$ cat src/rtl/pipe_stall_flush_ctrl_if.sv
// Pipeline control bundle: stall/redirect requests in, stall/bubble/flush vectors,
// fetch redirect and stall statistics out.
interface pipe_stall_flush_ctrl_if #(
  parameter int NSTAGE = 5,
  parameter int PC_W   = 64,
  parameter int CNT_W  = 32
);
  logic [NSTAGE-1:0]           stall_req_i;
  logic [NSTAGE-1:0]           flush_req_i;
  logic [NSTAGE-1:0][PC_W-1:0] redirect_pc_i;
  logic                        redirect_ready_i;
  logic [NSTAGE-1:0]           stall_o;
  logic [NSTAGE-1:0]           bubble_o;
  logic [NSTAGE-1:0]           flush_o;
  logic                        redirect_valid_o;
  logic [PC_W-1:0]             redirect_pc_o;
  logic                        stall_timeout_o;
  logic [CNT_W-1:0]            stall_cycles_o;

  modport master (
    output stall_req_i, flush_req_i, redirect_pc_i, redirect_ready_i,
    input  stall_o, bubble_o, flush_o, redirect_valid_o, redirect_pc_o,
           stall_timeout_o, stall_cycles_o
  );

  modport slave (
    input  stall_req_i, flush_req_i, redirect_pc_i, redirect_ready_i,
    output stall_o, bubble_o, flush_o, redirect_valid_o, redirect_pc_o,
           stall_timeout_o, stall_cycles_o
  );
endinterface

$ cat src/rtl/pipe_stall_flush_ctrl.sv
// Resolves stall/redirect requests into hold/bubble/flush vectors, runs the fetch
// redirect handshake (1-cycle latency, held until ready) and a stall watchdog/counter.
module pipe_stall_flush_ctrl #(
  parameter int NSTAGE    = 5,
  parameter int PC_W      = 64,
  parameter int STALL_MAX = 255,
  parameter int CNT_W     = 32
) (
  input  logic                  clk,
  input  logic                  rst,
  pipe_stall_flush_ctrl_if.slave bus
);
  localparam int RUN_W = (STALL_MAX < 2) ? 1 : $clog2(STALL_MAX + 1);
  localparam logic [RUN_W-1:0] RUN_MAX = RUN_W'(STALL_MAX);

  typedef enum logic {IDLE, REDIR} state_t;

  state_t            state_q, state_d;
  logic [NSTAGE-1:0] smask, fmask;
  logic [NSTAGE-1:0] stall_v, bubble_v, flush_v;
  logic              sacc, facc, accept;
  logic [PC_W-1:0]   sel_pc, pc_q;
  logic [RUN_W-1:0]  run_q;
  logic [CNT_W-1:0]  cyc_q;

  always_comb begin
    smask    = '0;
    fmask    = '0;
    sacc     = 1'b0;
    facc     = 1'b0;
    sel_pc   = bus.redirect_pc_i[0];
    bubble_v = '0;
    flush_v  = '0;
    state_d  = state_q;

    // smask[j]: some stage at or above j stalls; fmask[j]: j is at or below the top flush
    for (int j = NSTAGE - 1; j >= 0; j--) begin
      sacc     = sacc | bus.stall_req_i[j];
      smask[j] = sacc;
    end
    for (int j = NSTAGE - 1; j >= 1; j--) begin
      facc     = facc | bus.flush_req_i[j];
      fmask[j] = facc;
    end
    fmask[0] = facc;
    accept   = facc && !(|(bus.stall_req_i & ~fmask));

    for (int j = 1; j < NSTAGE; j++) begin
      if (bus.flush_req_i[j]) sel_pc = bus.redirect_pc_i[j];
    end

    stall_v = smask;
    for (int j = 1; j < NSTAGE; j++) begin
      bubble_v[j] = smask[j-1] & ~smask[j];
    end

    if (accept) begin
      flush_v    = fmask;
      flush_v[0] = 1'b0;
      stall_v    = stall_v & ~flush_v;
      bubble_v   = bubble_v & ~flush_v;
    end

    // Fetch holds while the redirect is outstanding
    if (state_q == REDIR) stall_v[0] = 1'b1;

    case (state_q)
      IDLE:    if (accept) state_d = REDIR;
      REDIR:   if (!accept && bus.redirect_ready_i) state_d = IDLE;
      default: state_d = IDLE;
    endcase

    if (rst) begin
      stall_v  = '0;
      bubble_v = '0;
      flush_v  = '0;
    end
  end

  always_ff @(posedge clk) begin
    if (rst) begin
      state_q <= IDLE;
      pc_q    <= '0;
      run_q   <= '0;
      cyc_q   <= '0;
    end else begin
      state_q <= state_d;
      if (accept) pc_q <= sel_pc;
      if (|stall_v) begin
        if (run_q != RUN_MAX) run_q <= run_q + RUN_W'(1);
        cyc_q <= cyc_q + CNT_W'(1);
      end else begin
        run_q <= '0;
      end
    end
  end

  assign bus.stall_o          = stall_v;
  assign bus.bubble_o         = bubble_v;
  assign bus.flush_o          = flush_v;
  assign bus.redirect_valid_o = (state_q == REDIR) && !rst;
  assign bus.redirect_pc_o    = pc_q;
  assign bus.stall_timeout_o  = (run_q == RUN_MAX);
  assign bus.stall_cycles_o   = cyc_q;
endmodule

$ cat src/flat_wrapper.sv
// flat-port wrapper written by rule: the top's interface ports become plain ports
module pipe_stall_flush_ctrl_flat 
#(
  parameter int NSTAGE    = 5,
  parameter int PC_W      = 64,
  parameter int STALL_MAX = 255,
  parameter int CNT_W     = 32
)
  (clk, rst, bus_stall_req_i, bus_flush_req_i, bus_redirect_pc_i, bus_redirect_ready_i, bus_stall_o, bus_bubble_o, bus_flush_o, bus_redirect_valid_o, bus_redirect_pc_o, bus_stall_timeout_o, bus_stall_cycles_o);
  pipe_stall_flush_ctrl_if #(.NSTAGE(NSTAGE), .PC_W(PC_W), .CNT_W(CNT_W)) bus_i ();
  input  logic clk;
  input  logic rst;
  input wire logic [$bits(bus_i.stall_req_i)-1:0] bus_stall_req_i;
  input wire logic [$bits(bus_i.flush_req_i)-1:0] bus_flush_req_i;
  input wire logic [$bits(bus_i.redirect_pc_i)-1:0] bus_redirect_pc_i;
  input wire logic [$bits(bus_i.redirect_ready_i)-1:0] bus_redirect_ready_i;
  output wire logic [$bits(bus_i.stall_o)-1:0] bus_stall_o;
  output wire logic [$bits(bus_i.bubble_o)-1:0] bus_bubble_o;
  output wire logic [$bits(bus_i.flush_o)-1:0] bus_flush_o;
  output wire logic [$bits(bus_i.redirect_valid_o)-1:0] bus_redirect_valid_o;
  output wire logic [$bits(bus_i.redirect_pc_o)-1:0] bus_redirect_pc_o;
  output wire logic [$bits(bus_i.stall_timeout_o)-1:0] bus_stall_timeout_o;
  output wire logic [$bits(bus_i.stall_cycles_o)-1:0] bus_stall_cycles_o;
  assign bus_i.stall_req_i = bus_stall_req_i;
  assign bus_i.flush_req_i = bus_flush_req_i;
  assign bus_i.redirect_pc_i = bus_redirect_pc_i;
  assign bus_i.redirect_ready_i = bus_redirect_ready_i;
  assign bus_stall_o = bus_i.stall_o;
  assign bus_bubble_o = bus_i.bubble_o;
  assign bus_flush_o = bus_i.flush_o;
  assign bus_redirect_valid_o = bus_i.redirect_valid_o;
  assign bus_redirect_pc_o = bus_i.redirect_pc_o;
  assign bus_stall_timeout_o = bus_i.stall_timeout_o;
  assign bus_stall_cycles_o = bus_i.stall_cycles_o;
  pipe_stall_flush_ctrl #(.NSTAGE(NSTAGE), .PC_W(PC_W), .STALL_MAX(STALL_MAX), .CNT_W(CNT_W)) u_core (.clk(clk), .rst(rst), .bus(bus_i));
endmodule
$ cat config.mk
export PLATFORM = sky130hd
export DESIGN_NAME = pipe_stall_flush_ctrl_flat
export DESIGN_NICKNAME = d
export VERILOG_FILES = /design/src/rtl/pipe_stall_flush_ctrl_if.sv /design/src/rtl/pipe_stall_flush_ctrl.sv /design/src/flat_wrapper.sv
export SDC_FILE = /design/constraint.sdc
export NUM_CORES = 1
export LEC_CHECK = 0
export BUFFER_PORTS_ARGS = -buffer_cell sky130_fd_sc_hd__buf_2
export CAP_MARGIN = 30
export CORE_AREA = 2 2 176 178
export CTS_CLUSTER_DIAMETER = 120
export DETAILED_ROUTE_END_ITERATION = 7
export DIE_AREA = 0 0 178 180
export GPL_TIMING_DRIVEN = 0
export SYNTH_ARGS = -nofsm -noshare
export SYNTH_HDL_FRONTEND = slang
export SYNTH_SLANG_ARGS = --single-unit
$ cat constraint.sdc
create_clock -name clk -period 1.8 [get_ports clk]
set_clock_uncertainty 0.2 [all_clocks]
set_input_delay 0.18 -clock clk [delete_from_list [all_inputs] [get_ports clk]]
set_output_delay 0.18 -clock clk [all_outputs]
set_load 0.02 [all_outputs]
Word-level counts from Yosys, hierarchy flattened --
Index checks and enable logic that the tools add are counted.
Word-level totals: register bits after elaboration 105, output and inout bits 113, word-level logic and storage cells 53
Cells by class: add/subtract/negate cells 2, equality and inequality tests 2, mux-type cells 14, bitwise logic cells 22, reductions and logical operators 9
Operators by type and width (count):
- $mux 64 | 4
- $add 32x1->32 const B | 1
- $mux 5 | 6
- $and 5x5->5 | 3
- $not 5->5 | 2
- $reduce_or 5->1 | 2
- $add 8x1->8 const B | 1
- $eq 8x8->1 const B | 1
- $ne 8x8->1 const B | 1
- $or 1x1->1 | 7
- $not 1->1 | 6
- $and 1x1->1 | 4
- $logic_and 1x1->1 | 3
- $logic_not 1->1 | 3
- $mux 1 | 3
- $pmux 1 s2 | 1
- $reduce_or 2->1 | 1

Depth between registers and ports, before layout --
Gate-level depths: netlist of run 1.
depth after elaboration 14, depth in mapped cells 7

Worst setup path after synthesis of run 1 --
OpenSTA, ideal clock, no wires.
kind register to register, from register u_core.cyc_q[20] (netlist: u_core.bus.stall_cycles_o[20]), to register u_core.cyc_q[31] (netlist: u_core.bus.stall_cycles_o[31]), setup time 121 ps, arrival 1816 ps, path slack -338 ps, stages on the path, launching flop included 6, buffers on the path 0, period minus slack after synthesis 2138 ps, cell sequence dfxtp_1 > nor2b_1 > o21ai_4 > or4_1 > nor3_2 > mux2_4
Between the ends: word-level cells in the longest chain between the ends 1
Ends and longest elaborated chain:
- from (decl) | RTL line pipe_stall_flush_ctrl.sv:24 | logic [CNT_W-1:0] cyc_q;
- from (signal assigned) | RTL line pipe_stall_flush_ctrl.sv:91 | cyc_q <= cyc_q + CNT_W'(1);
- $add 32x1->32 | RTL line pipe_stall_flush_ctrl.sv:91
No other way between the ends. A chain may end at the register's enable or synchronous reset.

Worst setup path in the final report of run 1 --
Ends and elaborated chain as after synthesis.

==> reports/metrics.yaml, run 1 <==
clock_tree:
  cts_buffer_depth: 2
  tritoncts: "done"
  htreeDepth: 3
  cts_root_buf: "clkbuf_16"
  insertion_delay_ns: 0.36
  numCtsBuffers: 9
  path_clk_slew_ns: 0.08
  cts_sinks: 105
pwr:
  combPwrFrac_pct: 29.8
  power.density_nw_per_um2: 557
  p_leak_nw: 5.79
  p_sw_mw: 2.18
  p_sw_share_pct: 33.3
  irDropWorstVdd_v: 0.000400
  clockPowerShare_pct: 31.8
  p_total_mw: 6.55
  intPower_mw: 4.37
  seqPwrFrac_pct: 38.4
floorplanning:
  rows: 64
  start_util_pct: 22.5
  die_area_sq_um: 32000
  die_h_um: 180
  core_sq_um: 30200
  io_pins: 446
  die_x_um: 178
synthesis:
  avgSynthCellArea_sq_um: 8.10
  yosysMostFrequentCell: "dfxtp_1"
  synth_area_leaders: "dfxtp_1 (31%), mux2i_1 (9.7%), o211a_1 (9.4%), a22oi_1 (7.1%), nor3b_1 (7.1%)"
  ys_seq_elements: 105
  synth_cell_types: 47
  synth_area_leader_cell: "dfxtp_1"
  yosysTopAreaCellShare_pct: 30.9
  seq_area_frac_synth_pct: 30.9
  netlist_area_sq_um: 6800
  ys.warnings.count: 0
  synth_edf_count: 0
  synth_flop_cell: "dfxtp_1"
  syn_inst: 840
  yosys-top-cells-count: "dfxtp_1 (105), nand2_1 (79), a21oi_1 (71)"
  ys_async_sr_fraction_pct: 0
routing:
  drt-pass1-iter-count: 5
  postRouteAntennaNets: 0
  drt-total-wl_mm: 34.2
  vias: 9070
  drc_errors: 0
  vias_per_cell: 4.90
  dr.first_iter.drc_count: 446
  wl_per_cell_um: 18.5
global_routing:
  antenna_found_initial: 1
  overflow: 0
  grt_pass1_vias: 9090
  grt_usage_pct: 20.2
  grt_pass1_wl_mm: 50.2
  grt_start_max_net_pins: 22
placement:
  place_congestion: 0.944
  dp_slack_ns: -1.11
  dp_hpwl_mm: 25.8
  post_dp_cell_area_sq_um: 9600
  port_buffers: 439
setup_path:
  critPathRequiredTime_ns: 1.84
  startpoint_type: "flop"
  r2r_cells: 5
  r2r-end: "u_core.bus.stall_cycles_o[31]"
  path_class: "flop to flop"
  worst-path-max-fanout: 2
  crit_path_end_kind: "flop"
  arrival_ns: 1.93
  reg2reg_slack_ns: -0.08
  reg2reg_from: "u_core.bus.stall_cycles_o[20]"
worst_hold_path:
  hold_class: "input port to flop"
  holdPathStages: 4
  min_to: "u_core.bus.redirect_pc_o[42]"
  min_from: "bus_redirect_pc_i[170]"
finish:
  layout.nets: 1785
  layout-drive-gt1-share_pct: 39.9
  stdcell_area_sq_um: 11800
  n_fill_cell: 3100
  synthToLayoutAreaGrowth_pct: 72.7
timing:
  rsz0062_at_grt: "yes"
  setup_viol: 3
  tightest_slew_ns: 0.645
  fin_crit_sh_pct: 105
  min_period_ns: 1.88
  finalHoldViolations: 0
  final.setup.tns_ns: -0.154
  drv_slew: 0
  fmax_ghz: 0.531
  fin_ws_ns: -0.0835
  max-slew-margin-rel_pct: 57.0
run:
  maxCapViolations: 0
run_status:
  violations: "setup timing"
  status: "complete, but fails checks"
[worst max-delay path by stage]
stage	from	endpoint	slack, ns	depth (start not counted)
floorplan	u_core.bus.stall_cycles_o[20]	u_core.bus.stall_cycles_o[31]	-0.12	5
global placement	bus_flush_req_i[4]	bus_flush_o[3]	-1.11	6
detailed placement	bus_flush_req_i[4]	bus_flush_o[3]	-1.11	6
CTS	u_core.bus.stall_cycles_o[24]	u_core.bus.stall_cycles_o[31]	-0.16	5
global route	u_core.bus.stall_cycles_o[20]	u_core.bus.stall_cycles_o[31]	-0.12	5
finish	u_core.bus.stall_cycles_o[20]	u_core.bus.stall_cycles_o[31]	-0.08	5
[layout make-up]
type / instances / area [sq um] / share of cell area, %
clock buffer: 9 / 225 / 1.92
sequential: 105 / 2160 / 18.3
clock inverter: 7 / 83.8 / 0.713
buffer: 79 / 413 / 3.51
timing repair buffer: 600 / 3780 / 32.2
multi-input combinational: 647 / 4560 / 38.8
inverter: 8 / 30.0 / 0.256
antenna: 1 / 2.50 / 0.0213
tap: 396 / 495 / 4.22
[power groups by stage]
| stage | Sequential (mW) | Clock [mW] | Combinational [mW] |
|---|---|---|---|
| 6_report | 2.51 | 2.08 | 1.95 |
| 3_3_place_gp | 2.56 | 0 | 1.63 |
| 4_1_cts | 2.51 | 2.17 | 1.93 |
| 5_1_grt | 2.53 | 2.23 | 2.10 |
| 3_5_place_dp | 2.56 | 0 | 1.65 |
| 2_1_floorplan | 2.70 | 0 | 0.702 |
[timing repair]
action	4_1_cts	5_1_grt
hold buffers	141	0
endpoints found under the hold margin	65	0
endpoints found under the setup margin	111	85
resized for setup	49	51
pin swaps	7	6
setup buffers	19	1
gates cloned	0	0
[layer usage]
layer	track usage, %	share of wire, %	wire length [um]
met4	7.08	2.7	922
met2	35.6	50	17000
met5	0	0	0
met1	24.2	41	13900
met3	4.02	6.8	2320
[cells by family (layout without fill, tap and decap cells)]
| group | count (synthesis) | in the layout | synth area share (%) |
|---|---|---|---|
| simple gates | 267 | 267 | 21.4 |
| buf+inv | 89 | 703 | 5.28 |
| mux | 67 | 67 | 9.93 |
| fa+ha+maj | 2 | 2 | 0.368 |
| flops | 105 | 105 | 30.9 |
| compound gates | 276 | 276 | 27.8 |
| xor+xnor | 33 | 33 | 4.25 |
| other cells | 1 | 3 | 0.0551 |
[cells in the final DEF, fill, tap and decap left out, types with 3 or more instances in the layout]
cell / n
buf_4: 21
mux2i_1: 66
nor4_2: 6
dlygate4sd3_1: 141
o21ai_0: 68
a21oi_1: 69
nor2_1: 45
nor4_4: 3
dfxtp_4: 9
buf_6: 3
and3_1: 6
a22oi_1: 64
dfxtp_1: 80
and3_4: 3
clkbuf_4: 4
o211a_1: 64
and2_1: 6
clkbuf_2: 20
clkbuf_16: 9
buf_2: 446
inv_6: 4
nor3_1: 10
xnor2_1: 20
nand3_1: 9
xor2_1: 13
clkinv_8: 3
clkbuf_8: 4
nand2_1: 78
dfxtp_2: 16
and4_1: 3
inv_1: 6
nor3b_1: 64
nand4_1: 9
clkbuf_1: 37
[stage by stage]
stage               hold WS, ns  utilization [%]  cells
floorplan                0.0915                -    841
global placement          0.212             31.8   1676
detailed placement        0.221             31.8   1677
CTS                    0.000489             38.5   1852
global route             0.0176             38.9   1851
finish                   0.0145             38.9   1852
[sequential cells by signal, summed over array words and instances, names as in the netlist]
register / count
u_core.bus.stall_cycles_o: 32
u_core.bus.redirect_pc_o: 64
u_core.run_q: 8
u_core.state_q: 1
[critical path, stage by stage (launching register included)]
cell and delay (ns):
dfxtp_4 0.36, nor2b_4 0.16, o21ai_4 0.07, or4_4 0.52, nor3_4 0.15, mux2_4 0.31
Power figures use the tool's default switching activity.
==> run 2: changes to the inputs <==
Settings changed: MAX_ROUTING_LAYER set to met4.
==> run 2 against run 1 <==
Against the previous run:
- the run still ends with setup timing left
- first-iteration DRC count increased by 16%
- clock-buffer cell count unchanged
- setup slack improved by 0.0017 ns
- critical path type unchanged
- highest routed layer unchanged
==> reports/metrics.yaml, run 2 (synthesis gave the netlist of run 1 again) <==
pwr:
  power.density_nw_per_um2: 555  # -0.45%
  p_sw_mw: 2.19  # +0.61%
  intPower_mw: 4.36  # about the same
  p_leak_nw: 5.84  # +1.0%
  p_sw_share_pct: 33.4  # +0.16 points
  irDropWorstVdd_v: 0.000399  # -0.29%
  clockPowerShare_pct: 31.9  # about the same
  p_total_mw: 6.56  # +0.14%
  seqPwrFrac_pct: 38.2  # -0.2 points
  combPwrFrac_pct: 29.8  # about the same
global_routing:
  grt_pass1_wl_mm: 51.0  # +1.7%
  grt_usage_pct: 21.1  # +0.86 points
  grt_start_max_net_pins: 22  # unchanged
  overflow: 0  # unchanged
  grt_pass1_vias: 9190  # +1.1%
  antenna_found_initial: 0  # -1
clock_tree:
  numCtsBuffers: 9  # unchanged
  cts_sinks: 105  # unchanged
  cts_buffer_depth: 2  # unchanged
  path_clk_slew_ns: 0.09  # about the same
  insertion_delay_ns: 0.36  # about the same
  cts_root_buf: "clkbuf_16"
  tritoncts: "done"
  htreeDepth: 3  # unchanged
finish:
  stdcell_area_sq_um: 11800  # +0.60%
  synthToLayoutAreaGrowth_pct: 73.7
  layout.nets: 1786  # +0.056%
  largest_register_ffs: 64  # unchanged
  insertedDiodeCount: 0  # -1
  layout-drive-gt1-share_pct: 41.0  # +1.1 points
  final_common_cell: "buf_2"
  final_cell_mix: "buf_2 (446), dlygate4sd3_1 (140), nand2_1 (78)"
  stdcell_count: 1852  # unchanged
timing:
  drv_slew: 0  # unchanged
  fmax_ghz: 0.531  # about the same
  max-slew-margin-rel_pct: 61.2  # +4.2 points
  finalHoldViolations: 0  # unchanged
  rsz0062_at_grt: "yes"
  fin_ws_ns: -0.0818  # +0.00171 ns
  fin_crit_sh_pct: 105  # about the same
  tightest_slew_ns: 0.582  # -0.0637 ns
  min_period_ns: 1.88  # -0.00171 ns
  hold-worst-slack_ns: 0.0160  # +0.00150 ns
  setup_viol: 6  # +3
run_status:
  status: "complete, but fails checks"
  violations: "setup timing"
routing:
  wl_per_cell_um: 18.6  # +0.82%
  drc_errors: 0  # unchanged
  dr.first_iter.drc_count: 516  # +16%
  drt-pass1-iter-count: 5  # unchanged
  drt-total-wl_mm: 34.5  # +0.82%
  postRouteAntennaNets: 0  # unchanged
  vias_per_cell: 4.91  # +0.21%
  vias: 9089  # +0.21%
run:
  maxCapViolations: 0  # unchanged
placement:
  place_congestion: 0.941  # -0.23%
  post_dp_cell_area_sq_um: 9600  # unchanged
  dp_hpwl_mm: 26.0  # +0.88%
  port_buffers: 439  # unchanged
  dp.cells: 1677  # unchanged
setup_path:
  critPathRequiredTime_ns: 1.85  # about the same
  path_class: "flop to flop"
  reg2reg_slack_ns: -0.08  # about the same
  crit_path_end_kind: "flop"
  arrival_ns: 1.93  # about the same
  startpoint_type: "flop"
  worst-path-max-fanout: 2  # unchanged
floorplanning:
  die_x_um: 178  # unchanged
  die_area_sq_um: 32000  # unchanged
  rows: 64  # unchanged
  io_pins: 446  # unchanged
  core_sq_um: 30200  # unchanged
  die_h_um: 180  # unchanged
  start_util_pct: 22.5  # unchanged
worst_hold_path:
  hold_class: "input port to flop"
-- run 2: critical path, stage by stage (launching register included) --
cell and delay (ns):
dfxtp_4 0.36, nor2b_4 0.17, o21ai_4 0.07, or4_4 0.52, nor3_4 0.15, mux2_4 0.31
-- run 2: stage by stage --
stage	TNS, ns	util (%)	worst slack [ns]
final	-0.246	39.2	-0.0818
after global placement	-81.19	31.8	-1.12
after floorplan	-0.266	-	-0.121
after detailed placement	-82.96	31.8	-1.14
after CTS	-0.610	38.5	-0.150
after global routing	-0.834	39.2	-0.143
-- run 2: layout make-up --
class | instances | area [sq um]
clock inverter | 7 | 83.8
buffer | 79 | 415
sequential | 105 | 2170
timing repair buffer | 601 | 3780
clock buffer | 9 | 225
fill | 3062 | 18400
tap | 396 | 495
multi-input combinational | 647 | 4620
inverter | 8 | 30.0
-- run 2: metal layers --
layer,wire [um],GRT usage (%),up-vias
met3,2080,3.49,69
met2,17400,36.6,439
li1,-,-,4321
met1,14000,24.7,4260
met4,990,6.26,0
met5,0,-,-
-- run 2: repair_timing --
item | CTS | global route
setup endpoints to repair | 111 | 90
gates resized for setup | 50 | 82
hold buffers | 140 | 0
setup buffers | 20 | 2
pin swaps | 7 | 12
hold endpoints to repair | 65 | 0
-- run 2: power by group through the flow --
stage / registers, mW / logic [mW] / clock network (mW)
2_1_floorplan: 2.70 / 0.702 / 0
3_3_place_gp: 2.56 / 1.63 / 0
3_5_place_dp: 2.56 / 1.65 / 0
4_1_cts: 2.51 / 1.92 / 2.16
5_1_grt: 2.52 / 2.11 / 2.24
6_report: 2.51 / 1.95 / 2.09
-- run 2: path summary, 6_finish.rpt --
path,to,from,cells past startpoint
max,u_core.bus.stall_cycles_o[31],u_core.bus.stall_cycles_o[20],5
min,u_core.bus.redirect_pc_o[27],bus_redirect_pc_i[155],4
max reg2reg,u_core.bus.stall_cycles_o[31],u_core.bus.stall_cycles_o[20],5
min reg2reg,u_core.run_q[2],u_core.run_q[2],1
